$ cat src/rtl/screen_bg_pkg.sv
// Shared types and constants for the VGA background generator.
package screen_bg_pkg;

  typedef enum logic [1:0] {
    SOLID    = 2'd0,
    FRAME    = 2'd1,
    GRADIENT = 2'd2,
    FADE     = 2'd3
  } bg_mode_t;

  typedef enum logic [1:0] {
    IDLE   = 2'd0,
    FADING = 2'd1,
    HOLD   = 2'd2
  } fade_state_t;

  localparam logic [7:0] BLACK   = 8'h00;
  localparam logic [7:0] WHITE   = 8'hFF;
  localparam int         LEVEL_W = 3;

endpackage

$ cat src/rtl/rgb332_scale.sv
// Combinational RGB332 brightness scaler: each channel becomes (ch*bright)>>3,
// with bright in 1..8 so bright=8 reproduces the input colour.
module rgb332_scale (
  input  logic [7:0] color_i,
  input  logic [3:0] bright_i,
  output logic [7:0] color_o
);

  logic [6:0] r_p, g_p;
  logic [5:0] b_p;
  logic [2:0] r_s, g_s;
  logic [1:0] b_s;

  assign r_p = {4'b0, color_i[7:5]} * {3'b0, bright_i};
  assign g_p = {4'b0, color_i[4:2]} * {3'b0, bright_i};
  assign b_p = {4'b0, color_i[1:0]} * {2'b0, bright_i};

  // Products never exceed the channel range times 8, so dropping the top bit is lossless.
  assign r_s = 3'(r_p >> 3);
  assign g_s = 3'(g_p >> 3);
  assign b_s = 2'(b_p >> 3);

  assign color_o = {r_s, g_s, b_s};

endmodule

$ cat src/rtl/screen_background.sv
// Full-screen background layer (solid / frame / gradient / fade), registered RGB332 out.
// Fade FSM and FADE mode exist only when BG_FADE_EN is defined; otherwise mode 3 acts as SOLID.
module screen_background
  import screen_bg_pkg::*;
#(
  parameter int unsigned X_SIZE           = 640,
  parameter int unsigned Y_SIZE           = 480,
  parameter int unsigned BORDER_W         = 10,
  parameter logic [7:0]  BASE_COLOR       = 8'h02,
  parameter logic [7:0]  BORDER_COLOR     = 8'hFF,
  parameter int unsigned FADE_STEP_FRAMES = 4
) (
  input  logic        clk,
  input  logic        resetN,
  input  logic [10:0] pixelX,
  input  logic [10:0] pixelY,
  input  logic        startOfFrame,
  input  logic [1:0]  mode,
  input  logic        fadeTrigger,
  output logic [7:0]  BG_RGB,
  output logic        fadeDone
);

  bg_mode_t   mode_e;
  logic       in_range, border;
  logic [2:0] band;
  logic [7:0] rgb_d, rgb_q;
  logic [7:0] fade_rgb;

  assign mode_e   = bg_mode_t'(mode);
  assign in_range = (pixelX < 11'(X_SIZE)) && (pixelY < 11'(Y_SIZE));
  assign border   = (pixelX < 11'(BORDER_W)) || (pixelX >= 11'(X_SIZE - BORDER_W)) ||
                    (pixelY < 11'(BORDER_W)) || (pixelY >= 11'(Y_SIZE - BORDER_W));
  assign band     = (|pixelY[10:9]) ? 3'd7 : pixelY[8:6];

`ifdef BG_FADE_EN
  localparam int CNT_W = (FADE_STEP_FRAMES > 1) ? $clog2(FADE_STEP_FRAMES) : 1;

  fade_state_t        state_q, state_d;
  logic [LEVEL_W-1:0] level_q, level_d;
  logic [CNT_W-1:0]   cnt_q, cnt_d;
  logic               done_q;

  // A trigger in any state restarts from black; it outranks a same-cycle frame pulse.
  always_comb begin
    state_d = state_q;
    level_d = level_q;
    cnt_d   = cnt_q;
    case (state_q)
      IDLE: if (fadeTrigger) begin
        state_d = FADING;
        level_d = '0;
        cnt_d   = '0;
      end
      FADING: if (fadeTrigger) begin
        level_d = '0;
        cnt_d   = '0;
      end else if (startOfFrame) begin
        if (cnt_q == CNT_W'(FADE_STEP_FRAMES - 1)) begin
          cnt_d   = '0;
          level_d = level_q + 1'b1;
          if (level_q == LEVEL_W'(6)) state_d = HOLD;
        end else begin
          cnt_d = cnt_q + 1'b1;
        end
      end
      HOLD: if (fadeTrigger) begin
        state_d = FADING;
        level_d = '0;
        cnt_d   = '0;
      end
      default: begin
        state_d = IDLE;
        level_d = '0;
        cnt_d   = '0;
      end
    endcase
  end

  always_ff @(posedge clk or negedge resetN) begin
    if (!resetN) begin
      state_q <= IDLE;
      level_q <= '0;
      cnt_q   <= '0;
      done_q  <= 1'b0;
    end else begin
      state_q <= state_d;
      level_q <= level_d;
      cnt_q   <= cnt_d;
      done_q  <= (state_d == HOLD);
    end
  end

  rgb332_scale u_scale (
    .color_i  (BASE_COLOR),
    .bright_i ({1'b0, level_q} + 4'd1),
    .color_o  (fade_rgb)
  );

  assign fadeDone = done_q;
`else
  logic unused_fade_inputs;
  assign unused_fade_inputs = ^{startOfFrame, fadeTrigger};
  assign fade_rgb = BASE_COLOR;
  assign fadeDone = 1'b0;
`endif

  always_comb begin
    rgb_d = BLACK;
    if (in_range) begin
      case (mode_e)
        SOLID:    rgb_d = BASE_COLOR;
        FRAME:    rgb_d = border ? BORDER_COLOR : BASE_COLOR;
        GRADIENT: rgb_d = {band, 3'b000, BASE_COLOR[1:0]};
        FADE:     rgb_d = fade_rgb;
        default:  rgb_d = BASE_COLOR;
      endcase
    end
  end

  always_ff @(posedge clk or negedge resetN) begin
    if (!resetN) rgb_q <= BLACK;
    else         rgb_q <= rgb_d;
  end

  assign BG_RGB = rgb_q;

endmodule

$ cat config.mk
export PLATFORM = sky130hd
export DESIGN_NAME = screen_background
export DESIGN_NICKNAME = d
export VERILOG_FILES = /design/src/rtl/screen_bg_pkg.sv /design/src/rtl/rgb332_scale.sv /design/src/rtl/screen_background.sv
export SDC_FILE = /design/constraint.sdc
export NUM_CORES = 1
export LEC_CHECK = 0
export ABC_AREA = 1
export CORE_UTILIZATION = 32
export CTS_CLUSTER_DIAMETER = 60
export DETAILED_ROUTE_END_ITERATION = 16
export HOLD_SLACK_MARGIN = 0.15
export PLACE_DENSITY = 0.81
export SETUP_SLACK_MARGIN = 0.15
export SLEW_MARGIN = 20
export SYNTH_ARGS = -nofsm -noshare
export SYNTH_HDL_FRONTEND = slang
export SYNTH_SLANG_ARGS = --single-unit
$ cat constraint.sdc
create_clock -name clk -period 1.35 [get_ports clk]
set_input_delay 0.27 -clock clk [delete_from_list [all_inputs] [get_ports clk]]
set_output_delay 0.27 -clock clk [all_outputs]
set_load 0.03 [all_outputs]
======== Yosys cells after proc, flatten, opt, wreduce, memory -nomap -nowiden ========
Cells that the tools add are included.
word-level totals
  register bits ........................... 8
  output and inout bits ................... 9
  logic and storage cells ................. 21
cells by class
  magnitude comparators ................... 6
  eq/ne operators ......................... 3
  mux-type cells .......................... 4
  reduce and logical (&&, ||, !) cells .... 7
operators by type and width
  kind                                                                                    count
  8-bit one-hot mux with 3 select lines                                                   1
  11-bit by 4-bit < comparator with 1-bit output (second input constant)                  2
  8-bit two-way mux                                                                       2
  11-bit by 10-bit greater-or-equal comparator with 1-bit output (second input constant)  1
  11-bit by 9-bit greater-or-equal comparator with 1-bit output (second input constant)   1
  11-bit by 10-bit < comparator with 1-bit output (second input constant)                 1
  11-bit by 9-bit < comparator with 1-bit output (second input constant)                  1
  2-bit equality test (second input constant)                                             2
  2-bit OR reduction                                                                      2
  1-bit logical OR                                                                        3
  3-bit two-way mux                                                                       1
  2-bit by 1-bit equality test with 1-bit output (second input constant)                  1
  2-bit logical NOT                                                                       1
  1-bit logical AND                                                                       1

======== Depth between registers and ports, before layout ========
Gate-level depths: netlist of run 1.
  word-level depth ........................ 7
  mapped depth ............................ 8
  mapped depth without buffers ............ 8

======== Least setup slack after synthesis of run 1 ========
Ideal clock, no wire load.
  path kind ............................... reg-to-output
  start point ............................. reg BG_RGB[4] (netlist name)
  end point ............................... out BG_RGB[2]
  arrival ................................. 0.740 ns
  data required time ...................... 1.080 ns
  path slack .............................. 0.340 ns
  cell stages (with the launch flop) ...... 2
  path buffers ............................ 1
  cell sequence ........................... dfrtp_1 -> buf_4
RTL lines
  element           RTL line                 RTL
  end: declaration  screen_background.sv:20  output logic [7:0] BG_RGB,

======== Worst setup path in the final report of run 1 ========
  start point ............................. in mode[1]
  end point ............................... reg rgb_q[6], in the netlist BG_RGB[6]
on the way
  cells in the longest elaborated chain, start to end .. 4
ends and longest elaborated chain
  element                                                   RTL line                  RTL
  start: declaration                                        screen_background.sv:18   input logic [1:0] mode,
  2-bit equality test or 2-bit logical NOT (tied branches)  screen_background.sv:111  case (mode_e)
  2-bit OR reduction (no line)                              -
  8-bit one-hot mux with 3 select lines (*)                 screen_background.sv:111
  8-bit two-way mux (*)                                     screen_background.sv:110  if (in_range) begin
  named net rgb_d[6]                                        screen_background.sv:27   logic [7:0] rgb_d, rgb_q;
  end signal: assignment                                    screen_background.sv:123  else rgb_q <= rgb_d;
  end: declaration                                          screen_background.sv:27
The timed path passes the listed nets; every way through them passes the cells marked *.

==> flow_summary.toml, run 1 <==
[synthesis]
syn_avg_cell_area_um2 = 6.387
synthCells = 67
yosys_register_bits = 5
ys_warn_count = 0
syn-num-nets = 95
yosysTopAreaCellShare_pct = 29.24
post_synth_num_cell_types = 18
synth_top_area_cell = "dfrtp_1"
yosysSeqAreaShare_pct = 29.24
syn-cell-area_um2 = 427.9
ys_top_cells_by_area = "dfrtp_1, nand2_1, inv_1, buf_4, o21ai_0"

[floorplan]
coreArea_mm2 = 0.001171
dieArea_mm2 = 0.001488
io_pins = 37
die_w_um = 38.57
dieHeight_um = 38.57
num_rows = 12
start_util_pct = 36.54

[sta]
finalCritPeriodShare_pct = 85.53
fmax_mhz = 866.0
finalHoldViolCount = 0
slew_violations = 0
min_period_ns = 1.155
finalSetupViolations = 0
rsz0062_at_grt = "false"
tns_ns = 0

[pwr]
p_sw_mw = 0.1139
p_int_mw = 0.3385
p_sw_share_pct = 25.18
pwr-share-clk_pct = 37.2
combPwrFrac_pct = 29.0
ir_drop_mv = 0.2405
p_leak_nw = 0.4917
pwr_density_cell_mw_per_mm2 = 575.8
p_seq_share_pct = 33.8

[cells_and_area]
fin_nets = 131
utilization_pct = 67.09
largest_reg_flops = 5
final_area_um2 = 785.8
insertedDiodeCount = 0
fillers = 111
layout-drive-gt1-share_pct = 27.45
area_delta_synth_final_pct = 83.63

[clocking]
cts.clk_slew.worst_paths_ns = 0.04
cts_sinks = 5
cts_tree = "yes"
clock-root-buffer = "clkbuf_4"
clock_path_buffers = 2
htree_levels = 1
postCtsHoldBufs = 0
cts_buffers = 3

[global_route]
track_usage_pct = 15.11
grt_pass1_vias = 428
grt_overflow = 0
antenna_found_initial = 0
grt_pass1_wl_um = 1545
grt_max_degree = 6

[outcome]
status = "complete, no violations"

[place]
hpwl_um = 800.1
place.gp.congestion = 0.7110
postPlaceCellArea_um2 = 750.7
io_buffers = 32

[setup_path]
start_kind = "primary input"
cp-end-kind = "register"
worstPathRequired_ns = 1.52
cp_max_fo = 3
crit_arrival_ns = 1.33
critical_path_class = "primary input to register"

[drt]
routed_wl_um = 930
firstDrtPassIters = 4
num_vias = 510
drt_iter0_drc = 4
drt-wirelength-per-cell_um = 8.017
ant_nets = 0
viasPerCell = 4.397
drc = 0

[worst_hold_path]
worstHoldPathType = "primary input to asynchronous set/reset pin"

[job]
maxCapViolations = 0
## layer usage
metal,share of wire [%],global-route usage [%],vias to the layer above
li1,-,-,270
met1,37,14.74,213
met2,53,30.00,27
met3,9.2,1.734,0
met4,0,7.759,0
met5,0,0,-
## cell type report
class	instances	area, um2	area share (%)
repair buffers	35	320.3	40.76
well taps	14	17.52	2.229
clock buffers	4	26.28	3.344
multi-input cells	46	251.5	32.01
flip-flops and latches	5	125.1	15.92
inverters	12	45.04	5.732
## cell usage in the layout (no fill, tap or decap), drive strengths merged
master,count
dfrtp,5
o21ai,6
nand3,4
nor3,2
conb,1
dlymetal6s2s,9
nand2,19
clkbuf,10
clkdlybuf4s50,11
nor2,9
a21oi,2
buf,5
nand4,1
dlygate4sd2,4
or2,2
inv,12
## critical path: stages
cell,delay [ns]
clkdlybuf4s50_1,0.45
inv_1,0.04
or2_2,0.29
nor2_4,0.12
o21ai_0,0.09
nand2_1,0.06
## power by group through the flow
stage	clock network (mW)	registers (mW)	logic, mW
final	0.168	0.153	0.131
after global routing	0.183	0.153	0.146
after CTS	0.174	0.153	0.133
after detailed placement	0	0.155	0.135
after global placement	0	0.155	0.133
after floorplan	0	0.160	0.0401
## worst paths after layout
path	startpoint	cells after the start	slack (ns)	end
min in group clk	pixelY[6]	3	0.37	BG_RGB[5]
max in group asynchronous	resetN	1	0.92	BG_RGB[1]
hold / removal	resetN	1	0.25	BG_RGB[7]
setup / recovery	mode[1]	6	0.20	BG_RGB[6]
## stage by stage
stage	cells	worst slack [ns]	power, mW	hold slack [ns]
3_3_place_gp	111	-0.1192	0.2878	0.4958
3_5_place_dp	111	-0.1374	0.2903	0.5034
2_1_floorplan	67	0.3402	0.1996	-0.02559
5_1_grt	116	0.1510	0.4822	0.2563
4_1_cts	116	0.08513	0.4598	0.2528
6_report	116	0.1953	0.4524	0.2500
## timing repair
| item | CTS | global route |
|---|---|---|
| pin swaps | 3 | 8 |
| setup endpoints to repair | 12 | 12 |
| gates resized for setup | 24 | 25 |
| buffers inserted | 1 | 0 |
## synth_stat cells (all sizes together)
master,number
nor2,9
dfrtp,5
nand4,1
inv,12
or2,2
buf,4
o21ai,6
conb,1
a21oi,2
nor3,2
nand2,19
nand3,4
## kinds of logic after synthesis
group	synth area share, %
and+or+nand+nor	41.23
buffers and inverters	17.54
AOI/OAI and AO/OA	11.11
DFF	29.24
other	0.8764
Note: power is estimated with default switching activity, not from simulation.
==> inputs of run 2 (changes only) <==
CTS_CLUSTER_DIAMETER = 120   (was 60)
SYNTH_HIERARCHICAL = 1   (was default)
==> results of run 2 <==
Same layout as run 1: the final DEF is identical, and so are final timing and power.
Main changes from that run: Yosys warning count 0 -> 6
